===== config.mk =====
export PLATFORM = sky130hd
export DESIGN_NAME = ysyx_22041211_regfile_sb
export DESIGN_NICKNAME = d
export VERILOG_FILES = /design/src/rtl/ysyx_22041211_pkg.sv /design/src/rtl/ysyx_22041211_scoreboard.sv /design/src/rtl/ysyx_22041211_regfile_sb.sv
export SDC_FILE = /design/constraint.sdc
export NUM_CORES = 1
export LEC_CHECK = 0
export CAP_MARGIN = 20
export CORE_MARGIN = 5
export CORE_UTILIZATION = 56
export DETAILED_ROUTE_END_ITERATION = 16
export PLACE_DENSITY_LB_ADDON = 0.12
export REMOVE_ABC_BUFFERS = 1
export SLEW_MARGIN = 5
export SYNTH_ARGS = -nofsm -noshare
export SYNTH_HDL_FRONTEND = slang
export SYNTH_SLANG_ARGS = --single-unit

===== constraint.sdc =====
create_clock -name clk -period 5.79 [get_ports clk]
set_input_delay 0.8685 -clock clk [delete_from_list [all_inputs] [get_ports clk]]
set_output_delay 0.8685 -clock clk [all_outputs]
set_load 0.02 [all_outputs]

===== src/rtl/ysyx_22041211_pkg.sv =====
// Shared constants for the register file / scoreboard slice.
package ysyx_22041211_pkg;

   localparam int REG_ADDR_W         = 5;
   localparam int DEFAULT_DATA_WIDTH = 32;
   localparam int DEFAULT_NUM_REGS   = 16;

endpackage


===== src/rtl/ysyx_22041211_scoreboard.sv =====
// Per-register pending-write marks, RAW/WAW stall detection and a registered
// count of registers waiting on a writeback.
module ysyx_22041211_scoreboard
   import ysyx_22041211_pkg::*;
#(
   parameter int NUM_REGS = DEFAULT_NUM_REGS,
   parameter int IW       = $clog2(NUM_REGS)
) (
   input  logic          clk,
   input  logic          rst,
   input  logic [IW-1:0] rs1,
   input  logic          rs1_en,
   input  logic [IW-1:0] rs2,
   input  logic          rs2_en,
   input  logic          alloc_valid,
   input  logic [IW-1:0] alloc_rd,
   input  logic          wb_valid,
   input  logic [IW-1:0] wb_rd,
   input  logic          flush,
   output logic          stall,
   output logic [IW:0]   busy_cnt
);

   logic [NUM_REGS-1:0] busy;
   logic [NUM_REGS-1:0] busy_nxt;
   logic [IW:0]         cnt_nxt;
   logic                raw1;
   logic                raw2;
   logic                waw;
   logic                alloc_ok;

   // A writeback landing this cycle resolves the hazard, so it masks the busy bit.
   always_comb begin
      raw1 = rs1_en && busy[rs1] && !(wb_valid && (wb_rd == rs1));
      raw2 = rs2_en && busy[rs2] && !(wb_valid && (wb_rd == rs2));
      waw  = alloc_valid && busy[alloc_rd] && !(wb_valid && (wb_rd == alloc_rd));
   end

   assign stall    = raw1 || raw2 || waw;
   assign alloc_ok = alloc_valid && !stall && !flush && (alloc_rd != '0);

   // Alloc is applied after wb so a same-register pair leaves the mark set.
   always_comb begin
      busy_nxt = busy;
      if (wb_valid) busy_nxt[wb_rd] = 1'b0;
      if (alloc_ok) busy_nxt[alloc_rd] = 1'b1;
      if (flush) busy_nxt = '0;
      busy_nxt[0] = 1'b0;
      cnt_nxt = '0;
      for (int i = 0; i < NUM_REGS; i++) begin
         cnt_nxt = cnt_nxt + {{IW{1'b0}}, busy_nxt[i]};
      end
   end

   always_ff @(posedge clk) begin
      if (!rst) begin
         busy     <= '0;
         busy_cnt <= '0;
      end else begin
         busy     <= busy_nxt;
         busy_cnt <= cnt_nxt;
      end
   end

endmodule


===== src/rtl/ysyx_22041211_regfile_sb.sv =====
// Register file with writeback bypass and an attached issue scoreboard.
module ysyx_22041211_regfile_sb
   import ysyx_22041211_pkg::*;
#(
   parameter int DATA_WIDTH = DEFAULT_DATA_WIDTH,
   parameter int NUM_REGS   = DEFAULT_NUM_REGS,
   parameter int IW         = $clog2(NUM_REGS)
) (
   input  logic                  clk,
   input  logic                  rst,
   input  logic [REG_ADDR_W-1:0] rs1,
   input  logic [REG_ADDR_W-1:0] rs2,
   input  logic                  rs1_en,
   input  logic                  rs2_en,
   output logic [DATA_WIDTH-1:0] rdata1,
   output logic [DATA_WIDTH-1:0] rdata2,
   input  logic                  alloc_valid,
   input  logic [REG_ADDR_W-1:0] alloc_rd,
   input  logic                  wb_valid,
   input  logic [REG_ADDR_W-1:0] wb_rd,
   input  logic [DATA_WIDTH-1:0] wb_data,
   input  logic                  flush,
   output logic                  stall,
   output logic [IW:0]           busy_cnt
);

   logic [DATA_WIDTH-1:0] rf [NUM_REGS];
   logic [IW-1:0]         rs1_idx;
   logic [IW-1:0]         rs2_idx;
   logic [IW-1:0]         alloc_idx;
   logic [IW-1:0]         wb_idx;
   logic                  wb_we;

   // Upper address bits are ignored, so x21 aliases x5 with 16 registers.
   assign rs1_idx   = rs1[IW-1:0];
   assign rs2_idx   = rs2[IW-1:0];
   assign alloc_idx = alloc_rd[IW-1:0];
   assign wb_idx    = wb_rd[IW-1:0];
   assign wb_we     = wb_valid && (wb_idx != '0);

   generate
      if (IW < REG_ADDR_W) begin : g_unused
         logic unused_addr_bits;
         assign unused_addr_bits = ^{rs1[REG_ADDR_W-1:IW], rs2[REG_ADDR_W-1:IW],
                                     alloc_rd[REG_ADDR_W-1:IW], wb_rd[REG_ADDR_W-1:IW]};
      end
   endgenerate

   always_ff @(posedge clk) begin
      if (!rst) begin
         for (int i = 0; i < NUM_REGS; i++) begin
            rf[i] <= '0;
         end
      end else if (wb_we) begin
         rf[wb_idx] <= wb_data;
      end
   end

   always_comb begin
      rdata1 = '0;
      rdata2 = '0;
      if (rs1_idx != '0) rdata1 = (wb_we && (wb_idx == rs1_idx)) ? wb_data : rf[rs1_idx];
      if (rs2_idx != '0) rdata2 = (wb_we && (wb_idx == rs2_idx)) ? wb_data : rf[rs2_idx];
   end

   ysyx_22041211_scoreboard #(
      .NUM_REGS (NUM_REGS),
      .IW       (IW)
   ) u_scoreboard (
      .clk         (clk),
      .rst         (rst),
      .rs1         (rs1_idx),
      .rs1_en      (rs1_en),
      .rs2         (rs2_idx),
      .rs2_en      (rs2_en),
      .alloc_valid (alloc_valid),
      .alloc_rd    (alloc_idx),
      .wb_valid    (wb_valid),
      .wb_rd       (wb_idx),
      .flush       (flush),
      .stall       (stall),
      .busy_cnt    (busy_cnt)
   );

endmodule

==> qor.yml, run 1 <==
postRouteAntennaNets: 0
maxCapViolations: 0
totalWireLength_um: 89800
grt_pass1_vias: 19400
period_share_pct: 91.7
post-route-min-period_ns: 5.31
worstPathRequired_ns: 6.27
dp.cells: 2697
syn_to_final_growth_pct: 14.0
grt.overflow.total: 0
num_rows: 84
antenna_found_initial: 3
hold_violations: 0
cts_root_buf: "clkbuf_16"
start_util_pct: 56.5
remaining_drc_errors: 0
r2r-end: "u_scoreboard.busy_cnt[2]"
powerDensity_nw_per_um2: 280
grt_max_degree: 123
preCtsSetupSlack_ns: -0.129
status: "completed"
syn_inst: 1939
dp_hpwl_um: 53100
netlist.area_leader.share_pct: 51.8
synth_xor_area_share_pct: 0.413
synth_top_family_by_area: "multiplexers"
rrSetupSlack_ns: 0.96
die_x_um: 240
htreeDepth: 2
p_leak_nw: 12.0
synth_cell_types: 46
hp-class: "reg -> reg"
synth-compound-area-share_pct: 2.02
fillCellCount: 3780
hp-start: "u_scoreboard.busy[3]"
drive_gt1_share_pct: 26.5
postCtsSetupBuffers: 0
holdPathEnd: "u_scoreboard.busy[3]"
finalSetupViolations: 0
synth_simple_gate_area_share_pct: 13.1
first_pass_iters: 6
cts_tree: "built"
crit_arrival_ns: 5.79
synth_area_sq_um: 29700
synth_edf_count: 512
reg2reg_from: "u_scoreboard.busy[8]"
clk_pin_slew_ns: 0.06
timing.slew.headroom_pct: 25.4
grt_pass1_wl_um: 131000
clock.fmax_mhz: 188
pin_count: 129
crit_path_max_fanout: 13
core-area_sq_um: 52600
clock_sinks: 532
drt-wirelength-per-cell_um: 32.1
die_h_um: 240
die_area_sq_um: 57700
cts_buffer_depth: 3
cts_buffers: 56
final_nets: 2143
min_path_cells: 2
reg2regPathDepth: 15
yosysTopAreaCell: "edfxtp_1"
finalWorstSetupSlack_ns: 0.478
synthMuxAreaShare_pct: 27.2
post_cts_resized: 0
vias_per_cell: 6.71
hold_buffers: 0
netlist_top_cells_area: "edfxtp_1, mux4_2, and2_1"
ys_ff_latch: 532
start_kind: "input port"
track_usage_pct: 31.5
ys.flop_type: "edfxtp_1"
avgSynthCellArea_sq_um: 15.3
antenna-diode-count: 0
first_iter_violations: 2335
max-vdd-ir-drop_mv: 0.219
routabilityCongestion: 0.891
ys_warn_count: 0
synth-async-reset-ratio_pct: 0
portBuffers: 124
setup.worst_path.end_class: "flop"
synth_adder_area_share_pct: 0.860
synth-seq-area-share_pct: 53.1
final_cells: 2801
vias: 18800
startpoint: "alloc_rd[1]"
fin_worst_skew_ns: 0.0170
drv_slew: 0
path_class: "in -> reg"
clock_latency_ns: 0.63
rsz0062_at_grt: "false"
tightest_slew_ns: 1.12
## sequential cells by signal, indices dropped and copies added (netlist names)
name / count
rf: 512
u_scoreboard.busy: 15
u_scoreboard.busy_cnt: 5
## cells in the final DEF, fill, tap and decap left out, types with 9 or more instances in the layout
master             n
nand3_1           14
xnor2_1            9
mux4_2           327
buf_4            105
o21ai_0           32
clkdlybuf4s50_1  116
clkinv_1          18
o22ai_1           10
conb_1            32
nand2_1           13
o21ai_4           10
fa_1               9
and2_1           483
edfxtp_1         512
nor3_1            25
nor2_2            10
nand2b_1          19
clkbuf_1          14
nor2_1            74
inv_1             14
clkbuf_16         57
dfxtp_1           20
mux2i_1           65
o21ai_1           19
## worst max-delay path by stage
| stage | endpoint | cells after the start | slack, ns |
|---|---|---|---|
| final | u_scoreboard.busy_cnt[2] | 16 | 0.48 |
| after global routing | u_scoreboard.busy_cnt[2] | 17 | 0.30 |
| after CTS | u_scoreboard.busy_cnt[2] | 16 | 0.51 |
| after detailed placement | u_scoreboard.busy_cnt[2] | 16 | -0.13 |
| after global placement | u_scoreboard.busy_cnt[2] | 16 | -0.14 |
| after floorplan | u_scoreboard.busy_cnt[2] | 16 | -0.30 |
## logic make-up after synthesis
logic type / Yosys count
compound gates: 99
xor+xnor: 14
fa+ha+maj: 15
buf+inv: 210
flops: 532
mux: 398
other cells: 1
simple gates: 670
## power by group
| group | leakage (nW) | internal (W) | switching [W] |
|---|---|---|---|
| Sequential | 5.06 | 0.00444 | 0.000107 |
| Combinational | 6.10 | 0.000696 | 0.000754 |
| Clock | 0.841 | 0.00197 | 0.00152 |
## worst max-delay path, stage by stage
cell and delay (ns):
clkdlybuf4s50_1 0.56, mux2_2 0.36, a221oi_1 0.31, o32ai_1 0.12, a32o_1 0.33, buf_4 0.20, o22a_1 0.19, fa_1 0.56
fa_1 0.43, fa_1 0.49, inv_1 0.05, fa_1 0.43, ha_1 0.23, fa_1 0.46, xnor2_1 0.15, nor2_1 0.06
## metrics by stage
step / TNS (ns) / utilization, % / area (sq um) / hold WS (ns) / power (W)
finish: 0 / 64.4 / 33900 / 0.553 / 0.00950
global route: 0 / 64.4 / 33900 / 0.576 / 0.00978
CTS: 0 / 64.4 / 33800 / 0.558 / 0.00953
detailed placement: -0.275 / 61.1 / 32100 / 0.550 / 0.00608
global placement: -0.303 / 61.1 / 32100 / 0.545 / 0.00604
floorplan: -1.04 / - / 28900 / 0.468 / 0.00536
## routing by layer
layer / GRT usage, % / vias to the layer above / wire length (um)
met5: 0 / - / 20
met4: 10.7 / 2 / 3500
met3: 6.92 / 214 / 9560
met2: 51.9 / 1155 / 44500
met1: 42.3 / 9705 / 32200
li1: - / 7709 / -
## cell usage after synthesis, types with 2 or more instances
cell type / count
nand2_1: 19
inv_1: 15
nor3_1: 28
o21ai_0: 42
a21o_1: 2
or3_1: 8
o22ai_1: 10
mux4_2: 327
o2111ai_1: 8
clkbuf_1: 134
nor2_1: 86
nor2b_1: 6
nor4_1: 2
nand4_1: 2
mux2_2: 6
edfxtp_1: 512
o21ai_1: 19
buf_2: 28
a211oi_1: 2
fa_1: 9
dfxtp_1: 20
nand3_1: 14
buf_6: 20
xor2_1: 5
ha_1: 6
mux2i_1: 65
nand2b_1: 19
and2_1: 483
a221oi_1: 2
buf_1: 12
o22a_1: 3
xnor2_1: 9
a21oi_1: 3
## area by class of cell
class	count	area, sq um	area share (%)
Clock buffer	71	1480	4.37
Multi-Input combinational cell	1228	13300	39.2
Clock inverter	31	248	0.732
Tap cell	688	861	2.54
Inverter	15	56.3	0.166
Timing Repair Buffer	236	2180	6.45
Sequential cell	532	15800	46.6
Power figures use the tool's default switching activity.
==> run 2, diff against run 1 <==
--- a/config.mk
+++ b/config.mk
@@ -6,7 +6,7 @@
 export NUM_CORES = 1
 export LEC_CHECK = 0
 export CAP_MARGIN = 20
-export CORE_MARGIN = 5
+export CORE_MARGIN = 2
 export CORE_UTILIZATION = 56
 export DETAILED_ROUTE_END_ITERATION = 16
 export PLACE_DENSITY_LB_ADDON = 0.12
==> qor.yml, run 2 (synthesized netlist as in run 1, its figures left out) <==
slowest_stage: "clkdlybuf4s50_1"
portBuffers: 124
layout_common_cells: "edfxtp_1, and2_1, mux4_2, clkdlybuf4s50_1, buf_4"
tightest_slew_ns: 1.17
path_class: "in -> reg"
antenna_found_initial: 7
rsz0062_at_grt: "false"
die_h_um: 234
crit_path_frequent_cell: "fa_1"
totalWireLength_um: 88900
period_share_pct: 91.6
timing.slew.headroom_pct: 21.8
routabilityCongestion: 0.952
reg2reg_from: "u_scoreboard.busy[6]"
clk_pin_slew_ns: 0.06
drv_slew: 0
placed_cell_area_sq_um: 32000
cts_root_buf: "clkbuf_16"
startpoint: "alloc_rd[1]"
hold_buffers: 0
worstPathRequired_ns: 6.26
clock_latency_ns: 0.62
cts_buffers: 57
crit_arrival_ns: 5.77
final_nets: 2122
regMostFlops: "rf"
r2r-end: "u_scoreboard.busy_cnt[2]"
met3_usage_pct: 7.34
postRouteAntennaNets: 0
dp_hpwl_um: 49800
crit_chain: "clkdlybuf4s50_1, mux2_2, a221oi_1, o32ai_1, a32o_1, o21ai_1, ha_1, inv_1, fa_1, fa_1, fa_1, inv_1, fa_1, ha_1, fa_1, xnor2_1, nor2_1"
grt_max_degree: 130
hp-class: "reg -> reg"
p_leak_nw: 12.0
grt.overflow.total: 0
max-vdd-ir-drop_mv: 0.239
vias_per_cell: 6.73
powerDensity_nw_per_um2: 285
final_cells: 2789
fin_worst_skew_ns: 0.0154
dp.cells: 2677
clock_power_share_pct: 37.9
finalSetupViolations: 0
use_met1_pct: 45.6
track_usage_pct: 33.4
cp_slowest_stage_delay_ns: 0.54
status: "completed"
postCtsSetupBuffers: 0
clock.fmax_mhz: 189
die_area_sq_um: 54900
clock_sinks: 532
p_sw_w: 0.00240
grt_pass1_vias: 19400
hold_violations: 0
start_kind: "input port"
timing.hold.ws_ns: 0.576
largest_registers: "rf: 512 flops, u_scoreboard.busy: 15 flops, u_scoreboard.busy_cnt: 5 flops"
cts_buffer_depth: 3
cts_tree: "built"
start_util_pct: 56.6
setup.worst_path.end_class: "flop"
grt.busiest_layer: "met2"
drive_gt1_share_pct: 26.1
first_pass_iters: 5
post-route-min-period_ns: 5.30
core-area_sq_um: 52400
mostFrequentLayoutCell: "edfxtp_1"
syn_to_final_growth_pct: 14.2
first_iter_violations: 2501
num_rows: 84
p_comb_share_pct: 14.9
crit_path_end: "u_scoreboard.busy_cnt[2]"
p_int_w: 0.00726
post_cts_resized: 0
fin_setup_tns_ns: 0
rrSetupSlack_ns: 0.85
reg2regPathDepth: 15
htreeDepth: 2
drt-wirelength-per-cell_um: 31.9
maxCapViolations: 0
gr-usage-met2_pct: 54.4
grt_pass1_wl_um: 129000
final_area_sq_um: 33900
vias: 18800
remaining_drc_errors: 0
crit_path_max_fanout: 4
die_x_um: 234
largest_register_ffs: 512
pin_count: 129
pwr-share-seq_pct: 47.1
swShare_pct: 24.8
==> run 2: per-layer routing <==
| metal | vias up | part of all wire [%] |
|---|---|---|
| met2 | 1172 | 49 |
| li1 | 7678 | - |
| met5 | - | 0.014 |
| met1 | 9742 | 37 |
| met4 | 2 | 3.0 |
| met3 | 182 | 11 |
==> run 2: cell type report <==
type | count | area (sq um)
diodes | 5 | 12.5
inverters | 15 | 56.3
flip-flops and latches | 532 | 15800
multi-input cells | 1228 | 13300
clock buffers | 70 | 1520
fillers | 3748 | 18500
well taps | 688 | 861
clock inverters | 37 | 332
repair buffers | 214 | 2040
==> run 2: power by group through the flow <==
| stage | clock network, W | logic [W] | registers [W] |
|---|---|---|---|
| after global routing | 0.00382 | 0.00151 | 0.00457 |
| after floorplan | 0 | 0.000767 | 0.00459 |
| after global placement | 0 | 0.00142 | 0.00460 |
| after detailed placement | 0 | 0.00143 | 0.00463 |
| final | 0.00366 | 0.00144 | 0.00455 |
| after CTS | 0.00368 | 0.00144 | 0.00455 |
==> run 2: stage by stage <==
| step | setup slack [ns] | total power [W] | utilization (%) |
|---|---|---|---|
| after global routing | 0.257 | 0.00991 | 64.6 |
| after CTS | 0.504 | 0.00966 | 64.6 |
| after floorplan | -0.305 | 0.00536 | - |
| final | 0.489 | 0.00965 | 64.7 |
| after global placement | -0.0640 | 0.00602 | 61.1 |
| after detailed placement | -0.130 | 0.00606 | 61.1 |
==> run 2: worst min-delay path by stage <==
stage	start	to	cells past startpoint
after floorplan	u_scoreboard.busy[4]	u_scoreboard.busy[4]	2
after global placement	u_scoreboard.busy[8]	u_scoreboard.busy[8]	2
after detailed placement	u_scoreboard.busy[3]	u_scoreboard.busy[3]	2
after CTS	u_scoreboard.busy[8]	u_scoreboard.busy[8]	2
after global routing	u_scoreboard.busy[8]	u_scoreboard.busy[8]	2
final	u_scoreboard.busy[8]	u_scoreboard.busy[8]	2
==> run 2: worst max-delay path, delay by kind of cell <==
kind            cells  cell delay [ns]
xor+xnor            1             0.15
compound gates      4             0.93
mux                 1             0.35
simple gates        1             0.05
fa+ha+maj           7             2.76
buf+inv             3             0.66
